[config.mk]
export PLATFORM = sky130hd
export DESIGN_NAME = regfile_wr_arbiter
export DESIGN_NICKNAME = d
export VERILOG_FILES = /design/src/rtl/regfile_wr_arbiter.sv
export SDC_FILE = /design/constraint.sdc
export NUM_CORES = 1
export LEC_CHECK = 0
export CAP_MARGIN = 10
export CORE_MARGIN = 1
export CORE_UTILIZATION = 49
export DETAILED_ROUTE_END_ITERATION = 16
export PLACE_DENSITY = 0.8
export SLEW_MARGIN = 20
export SYNTH_ARGS = -nofsm -noshare
export SYNTH_HDL_FRONTEND = slang
export SYNTH_SLANG_ARGS = --single-unit
[constraint.sdc]
create_clock -name clk -period 3.09 [get_ports clk]
set_input_delay 0.309 -clock clk [delete_from_list [all_inputs] [get_ports clk]]
set_output_delay 0.309 -clock clk [all_outputs]
set_load 0.01 [all_outputs]
[src/rtl/regfile_wr_arbiter.sv]
// regfile_wr_arbiter: shares the register-file write port between writeback and a
// 2-entry FIFO of long-latency results, with a starvation bound and a decode hazard.
module regfile_wr_arbiter #(
    parameter int XLEN = 32,
    parameter int AW = 5,
    parameter int STARVE_LIMIT = 4
) (
    input  logic            clk,
    input  logic            reset,
    input  logic            wb_valid,
    input  logic [AW-1:0]   wb_addr,
    input  logic [XLEN-1:0] wb_data,
    output logic            wb_ready,
    input  logic            lt_valid,
    input  logic [AW-1:0]   lt_addr,
    input  logic [XLEN-1:0] lt_data,
    output logic            lt_ready,
    input  logic [AW-1:0]   rs1_addr,
    input  logic [AW-1:0]   rs2_addr,
    output logic            hazard,
    output logic [1:0]      pending,
    output logic [AW-1:0]   wr_addr,
    output logic [XLEN-1:0] wr_data,
    output logic            wr_enable
);
    logic [AW-1:0]   fifo_addr [2];
    logic [XLEN-1:0] fifo_data [2];
    logic            head, tail;
    logic [1:0]      count;
    logic [3:0]      starve;
    logic            push, pop, wb_win, grant;
    logic [AW-1:0]   g_addr;
    logic [XLEN-1:0] g_data;
    logic [1:0]      vld;

    always_comb begin
        lt_ready = count != 2'd2;
        push     = lt_valid && lt_ready;
        pop      = count != 2'd0 && (!wb_valid || starve == 4'(STARVE_LIMIT));
        wb_win   = wb_valid && !pop;
        wb_ready = !(pop && wb_valid);
        grant    = pop || wb_win;
        g_addr   = pop ? fifo_addr[head] : wb_addr;
        g_data   = pop ? fifo_data[head] : wb_data;
        pending  = count;
        vld[0]   = count == 2'd2 || (count == 2'd1 && !head);
        vld[1]   = count == 2'd2 || (count == 2'd1 && head);
        hazard   = 1'b0;
        for (int i = 0; i < 2; i++)
            hazard = hazard || (vld[i] && fifo_addr[i] != '0 &&
                     (fifo_addr[i] == rs1_addr || fifo_addr[i] == rs2_addr));
    end

    // Storage needs no reset: entries are only visible through count.
    always_ff @(posedge clk)
        if (push) begin
            fifo_addr[tail] <= lt_addr;
            fifo_data[tail] <= lt_data;
        end

    always_ff @(posedge clk or negedge reset) begin
        if (!reset) begin
            head      <= 1'b0;
            tail      <= 1'b0;
            count     <= 2'd0;
            starve    <= 4'd0;
            wr_enable <= 1'b0;
            wr_addr   <= '0;
            wr_data   <= '0;
        end else begin
            if (push) tail <= !tail;
            if (pop) head <= !head;
            count <= count + {1'b0, push} - {1'b0, pop};
            if (pop || count == 2'd0) starve <= 4'd0;
            else if (wb_win && starve != 4'(STARVE_LIMIT)) starve <= starve + 4'd1;
            wr_enable <= grant && g_addr != '0;
            if (grant) begin
                wr_addr <= g_addr;
                wr_data <= g_data;
            end
        end
    end
endmodule
# Yosys cells after proc, flatten, opt, wreduce, memory -nomap -nowiden

Memories as Yosys holds them, arrays and structs flattened.
Cells that the tools add are included.
Widths: inputs -> output; s select.

Reductions and logical operators: 31
Add/subtract/negate cells: 3
Equality and inequality tests: 9
Multiplexer cells: 6

Operator list:

| kind                | count |
|---|---|
| $mux 32             | 1 |
| $eq 5x5->1          | 4 |
| $reduce_bool 5->1   | 3 |
| $logic_and 1x1->1   | 12 |
| $logic_or 1x1->1    | 8 |
| $mux 4              | 2 |
| $logic_not 1->1     | 5 |
| $mux 5              | 1 |
| $add 4x1->4 const B | 1 |
| $eq 4x3->1 const B  | 1 |
| $ne 4x3->1 const B  | 1 |
| $reduce_bool 2->1   | 2 |
| $add 2x1->2         | 1 |
| $eq 2x1->1 const B  | 1 |
| $eq 2x2->1 const B  | 1 |
| $logic_not 2->1     | 1 |
| $mux 1              | 2 |
| $ne 2x2->1 const B  | 1 |
| $sub 2x1->2         | 1 |

Memory bits (writable): 74
Input bits: 88
Register bits after elaboration: 46
Output and inout port bits: 43
Word-level logic and storage cells: 58
Memories: 2

Memory list:

| memory    | depth | width | read ports | clocked after memory_dff | write ports | line | RTL |
|---|---|---|---|---|---|---|---|
| fifo_data | 2     | 32    | 1          | 0                        | 1           | 27   | `logic [XLEN-1:0] fifo_data [2];` |
| fifo_addr | 2     | 5     | 3          | 0                        | 1           | 26   | `logic [AW-1:0] fifo_addr [2];` |

# Longest topological paths before layout

Word-level depth: 8
Gate-level depth with buffers: 10
Gate-level depth less buffers: 9

# Worst setup path after synthesis

OpenSTA, ideal clock, no wires.

Path type: register to register
From: reg count[0], in the netlist pending[0]
To: mem fifo_addr[0][0], enable pin
Clock period less this slack: 2,850 ps
Cell stages (with the launch flop): 4
Arrival: 2,418 ps
Setup slack: 240 ps
Path buffers: 0
Data required time: 2,659 ps
Setup time: 431 ps
Cell sequence: dfrtp_1 nand2b_1 nand2_1 nor2_1

Word-level cells in the longest chain between the ends: 4

Ends and longest elaborated chain:

| what                         | line | RTL |
|---|---|---|
| from (decl)                  | 29   | `logic [1:0] count;` |
| from (signal assigned)       | 73   | `count <= count + {1'b0, push} - {1'b0, pop};` |
| $ne 2x2->1                   | 37   | `lt_ready = count != 2'd2;` |
| named net lt_ready           | 17   | `output logic lt_ready,` |
| $logic_and 1x1->1            | 38   | `push = lt_valid && lt_ready;` |
| $mux 1                       | 56   | `if (push) begin` |
| $mux 1 (not written as such) | 57   | `fifo_addr[tail] <= lt_addr;` |
| to (decl)                    | 26   |  |

The timed path passes the listed nets, and every way through them passes these cells.

# Worst setup path after layout

From: reg starve[0]
To: out wb_ready

Word-level cells in the longest chain between the ends: 5

Ends and longest elaborated chain:

| what                   | line | RTL |
|---|---|---|
| from (decl)            | 30   | `logic [3:0] starve;` |
| from (signal assigned) | 75   | `else if (wb_win && starve != 4'(STARVE_LIMIT)) starve <= starve + 4'd1;` |
| $eq 4x3->1             | 39   | `pop = count != 2'd0 && (!wb_valid \|\| starve == 4'(STARVE_LIMIT));` |
| $logic_or 1x1->1       | 39   |  |
| $logic_and 1x1->1      | 39   |  |
| $logic_and 1x1->1      | 41   | `wb_ready = !(pop && wb_valid);` |
| $logic_not 1->1        | 41   |  |
| to (decl)              | 13   | `output logic wb_ready,` |

No other way between the ends.

==> impl_metrics.yaml <==
pwr:
  power_density_nw_per_um2: 942
  power_leakage_nw: 2.69
  ir_worst_vdd_uv: 556
timing:
  period_share_pct: 83.9
  final_number_of_hold_violating_endpoints: 0
  achievable-frequency_mhz: 386
  period_minus_slack_ns: 2.59
  fin_worst_skew_ns: 0.00694
  slew_headroom_pct: 57.2
  final.setup.tns_ns: 0
  drv_slew: 0
  unrepaired_setup_endpoints_after_global_routing: "no"
  finalSetupViolCount: 0
  worst-slew-pin-transition_ns: 0.642
synthesis:
  syn_area_um2: 5110
  synth_compound_gate_area_share_pct: 4.92
  ys_seq_elements: 120
  yosys.cell_types.count: 28
  synth_simple_gate_area_share_pct: 5.60
  post_synth_inst_count: 360
  dominant_combinational_cell_family_by_area_after_synthesis: "multiplexers"
  syn_area_per_cell_um2: 14.2
  post_synth_mux_area_share_pct: 15.8
  yosys_warnings: 0
  synth_adder_area_share_pct: 0.978
  synth_async_sr_flop_share_pct: 38.3
  synth_ff_type: "sky130_fd_sc_hd__edfxtp_1"
  synth.top_cells.by_area: "sky130_fd_sc_hd__edfxtp_1 (43%), sky130_fd_sc_hd__dfrtp_1 (23%), sky130_fd_sc_hd__mux2_2 (8.1%)"
  synth_area_leader_cell: "sky130_fd_sc_hd__edfxtp_1"
  most_frequent_cell_after_synthesis: "sky130_fd_sc_hd__edfxtp_1"
  synth-seq-area-share_pct: 65.9
  synth-edff-count: 74
  syn_nets: 452
  synth_xor_xnor_area_share_pct: 4.45
  synth_largest_type_area_fraction_pct: 43.4
  synth_cell_count_leaders: "sky130_fd_sc_hd__edfxtp_1 (74), sky130_fd_sc_hd__dfrtp_1 (46), sky130_fd_sc_hd__nand2_1 (43)"
grt:
  gr-total-overflow: 0
  grt_pass1_wl_mm: 17.4
  globalRoute.busiestLayer: "met2"
  grt_usage_pct: 21.0
  grt_max_degree: 47
  grt.met3_usage_pct: 5.08
  grtUsageMet2_pct: 37.0
  initial_antenna_violation_count: 0
  globalRouteMet1Util_pct: 24.2
  grt_pass1_vias: 3547
floorplanning:
  die_h_um: 104
  rows: 36
  floorplan.io_pins: 131
  area_of_the_die_um2: 10900
  die_width_um: 104
  floorplan.initialDensity_pct: 51.4
  core_area_um2: 9950
worst_setup_path:
  rr_startpoint: "starve[0]$_DFFE_PN0P_"
  crit_fanout: 9
  worstSetupStartpoint: "starve[0]$_DFFE_PN0P_"
  endpoint: "wb_ready"
  timing.reg2reg.worst_path_depth: 9
  timing.setup.critical_path_class: "flop to output port"
  worstSetupEndpointType: "output port"
  r2r_setup_slack_ns: 1.02
  crit_arrival_ns: 2.28
  start_kind: "flop"
  cp_data_required_time_ns: 2.78
  r2r-end: "pending[1]$_DFF_PN0_"
clock_tree:
  cts-resized-gates: 0
  worst_skew_pair_latency_ns: 0.50
  cts_tree: "built"
  cts_inserted_buffers: 17
  clock_tree.root_cell: "sky130_fd_sc_hd__clkbuf_8"
  cts_htree_levels: 4
  clock_sink_count: 120
  cts_buffer_depth: 2
  cts.reportedPaths.clkPinSlew_ns: 0.06
detailed_routing:
  detailedRoute.firstPassIterationCount: 4
  post_drt_wl_per_cell_um: 16.4
  drc: 0
  routed_via_density: 5.07
  finalWirelength_mm: 10.6
  drt_first_iter_violations: 108
  via_count: 3275
  detail-route-antenna-nets: 0
place:
  hpwlAfterDp_mm: 7.25
  globalplace.congestion: 0.756
  io_buffers: 130
  post_dp_cell_area_um2: 6570
run_status:
  outcome: "complete, no violations"
finish:
  final_nets: 592
  design_area_um2: 7200
  post_route_cells_drive_above_1_share_pct: 15.6
  num_antenna_cells: 0
  area_growth_syn_to_layout_pct: 40.7
hold_path:
  hold_path_class: "input port to asynchronous set/reset pin"
job:
  cap_violations: 0
## sequential cells by signal, summed over array words and instances, names as in the netlist
signal,cells
fifo_addr,10
fifo_data,64
head,1
pending,2
starve,4
tail,1
wr_addr,5
wr_data,32
wr_enable,1
## power breakdown
group          total, W  switching, W  internal, W
sequential      0.00253      0.000265      0.00227
combinational   0.00222       0.00103      0.00119
clock           0.00202      0.000702      0.00132
## final cells by class
type,count,area (um2)
clock buffer,19,422
sequential,120,3370
fill,674,2760
inverter,6,22.5
multi-input combinational,218,1640
tap,133,166
timing repair buffer,137,1380
clock inverter,13,194
## per-layer routing
layer  vias up  share of wire (%)
met4         0                2.2
met3        19                4.2
met1      1592                 41
met5         -                  0
met2        81                 52
li1       1583                  -
## worst max-delay path, cell delays in order, from the launching register on
cell and delay, ns:
sky130_fd_sc_hd__dfrtp_1 0.40, sky130_fd_sc_hd__inv_1 0.07, sky130_fd_sc_hd__ha_1 0.14, sky130_fd_sc_hd__nand3b_1 0.15
sky130_fd_sc_hd__a21oi_4 0.42, sky130_fd_sc_hd__nand2_1 0.11, sky130_fd_sc_hd__clkdlybuf4s50_1 0.49
## through the flow
stage / hold slack (ns) / power (W) / std cells / setup WS (ns) / utilization, %
3_5_place_dp: 0.381 / 0.00480 / 613 / 0.854 / 66.0
6_report: 0.375 / 0.00677 / 646 / 0.498 / 72.3
2_1_floorplan: 0.0134 / 0.00378 / 360 / 0.240 / -
3_3_place_gp: 0.467 / 0.00473 / 613 / 0.902 / 66.0
4_1_cts: 0.361 / 0.00686 / 646 / 0.470 / 72.3
5_1_grt: 0.369 / 0.00713 / 646 / 0.364 / 72.3
## placed cells by master, fill, tap and decap left out, drive strengths merged
master,netlist,routed
clkbuf,7,19
a32o,1,1
dlygate4sd3,0,1
edfxtp,74,74
nor3,4,4
o21ai,37,37
clkdlybuf4s50,0,129
nand2b,2,2
a31o,1,1
nand3b,3,3
nand2,43,43
dfrtp,46,46
xnor2,24,24
a22oi,1,1
nand3,5,5
xor2,2,2
mux2,37,37
bufinv,0,4
clkinv,0,5
clkinvlp,0,1
ha,4,4
and3,1,1
inv,6,9
nor2,9,9
buf,9,7
mux2i,39,39
a31oi,1,1
o22ai,2,2
a21oi,2,2
## logic make-up after synthesis
group / Yosys count
AO/OA/AOI/OAI: 45
AND/OR/NAND/NOR: 67
XOR/XNOR: 26
adder cells (fa/ha/maj): 4
multiplexers: 76
flip-flops: 120
buffers and inverters: 22
## how the worst min path moves through the flow
stage                                       start                    endpoint  depth (start not counted)
after floorplan                             reset            head$_DFFE_PN0N_                          0
after global placement    wr_data[15]$_DFFE_PN0P_     wr_data[15]$_DFFE_PN0P_                          2
after detailed placement                    reset       starve[2]$_DFFE_PN0P_                          1
after CTS                             lt_data[13]  fifo_data[1][13]$_DFFE_PP_                          1
after global routing                  lt_data[13]  fifo_data[1][13]$_DFFE_PP_                          1
final                                       reset       starve[2]$_DFFE_PN0P_                          2
## repair_timing
item / 4_1_cts / 5_1_grt
buffers inserted: 0 / 0
hold endpoints to repair: 46 / 0
hold buffers: 1 / 0
Note: power is estimated with default switching activity, not from simulation.
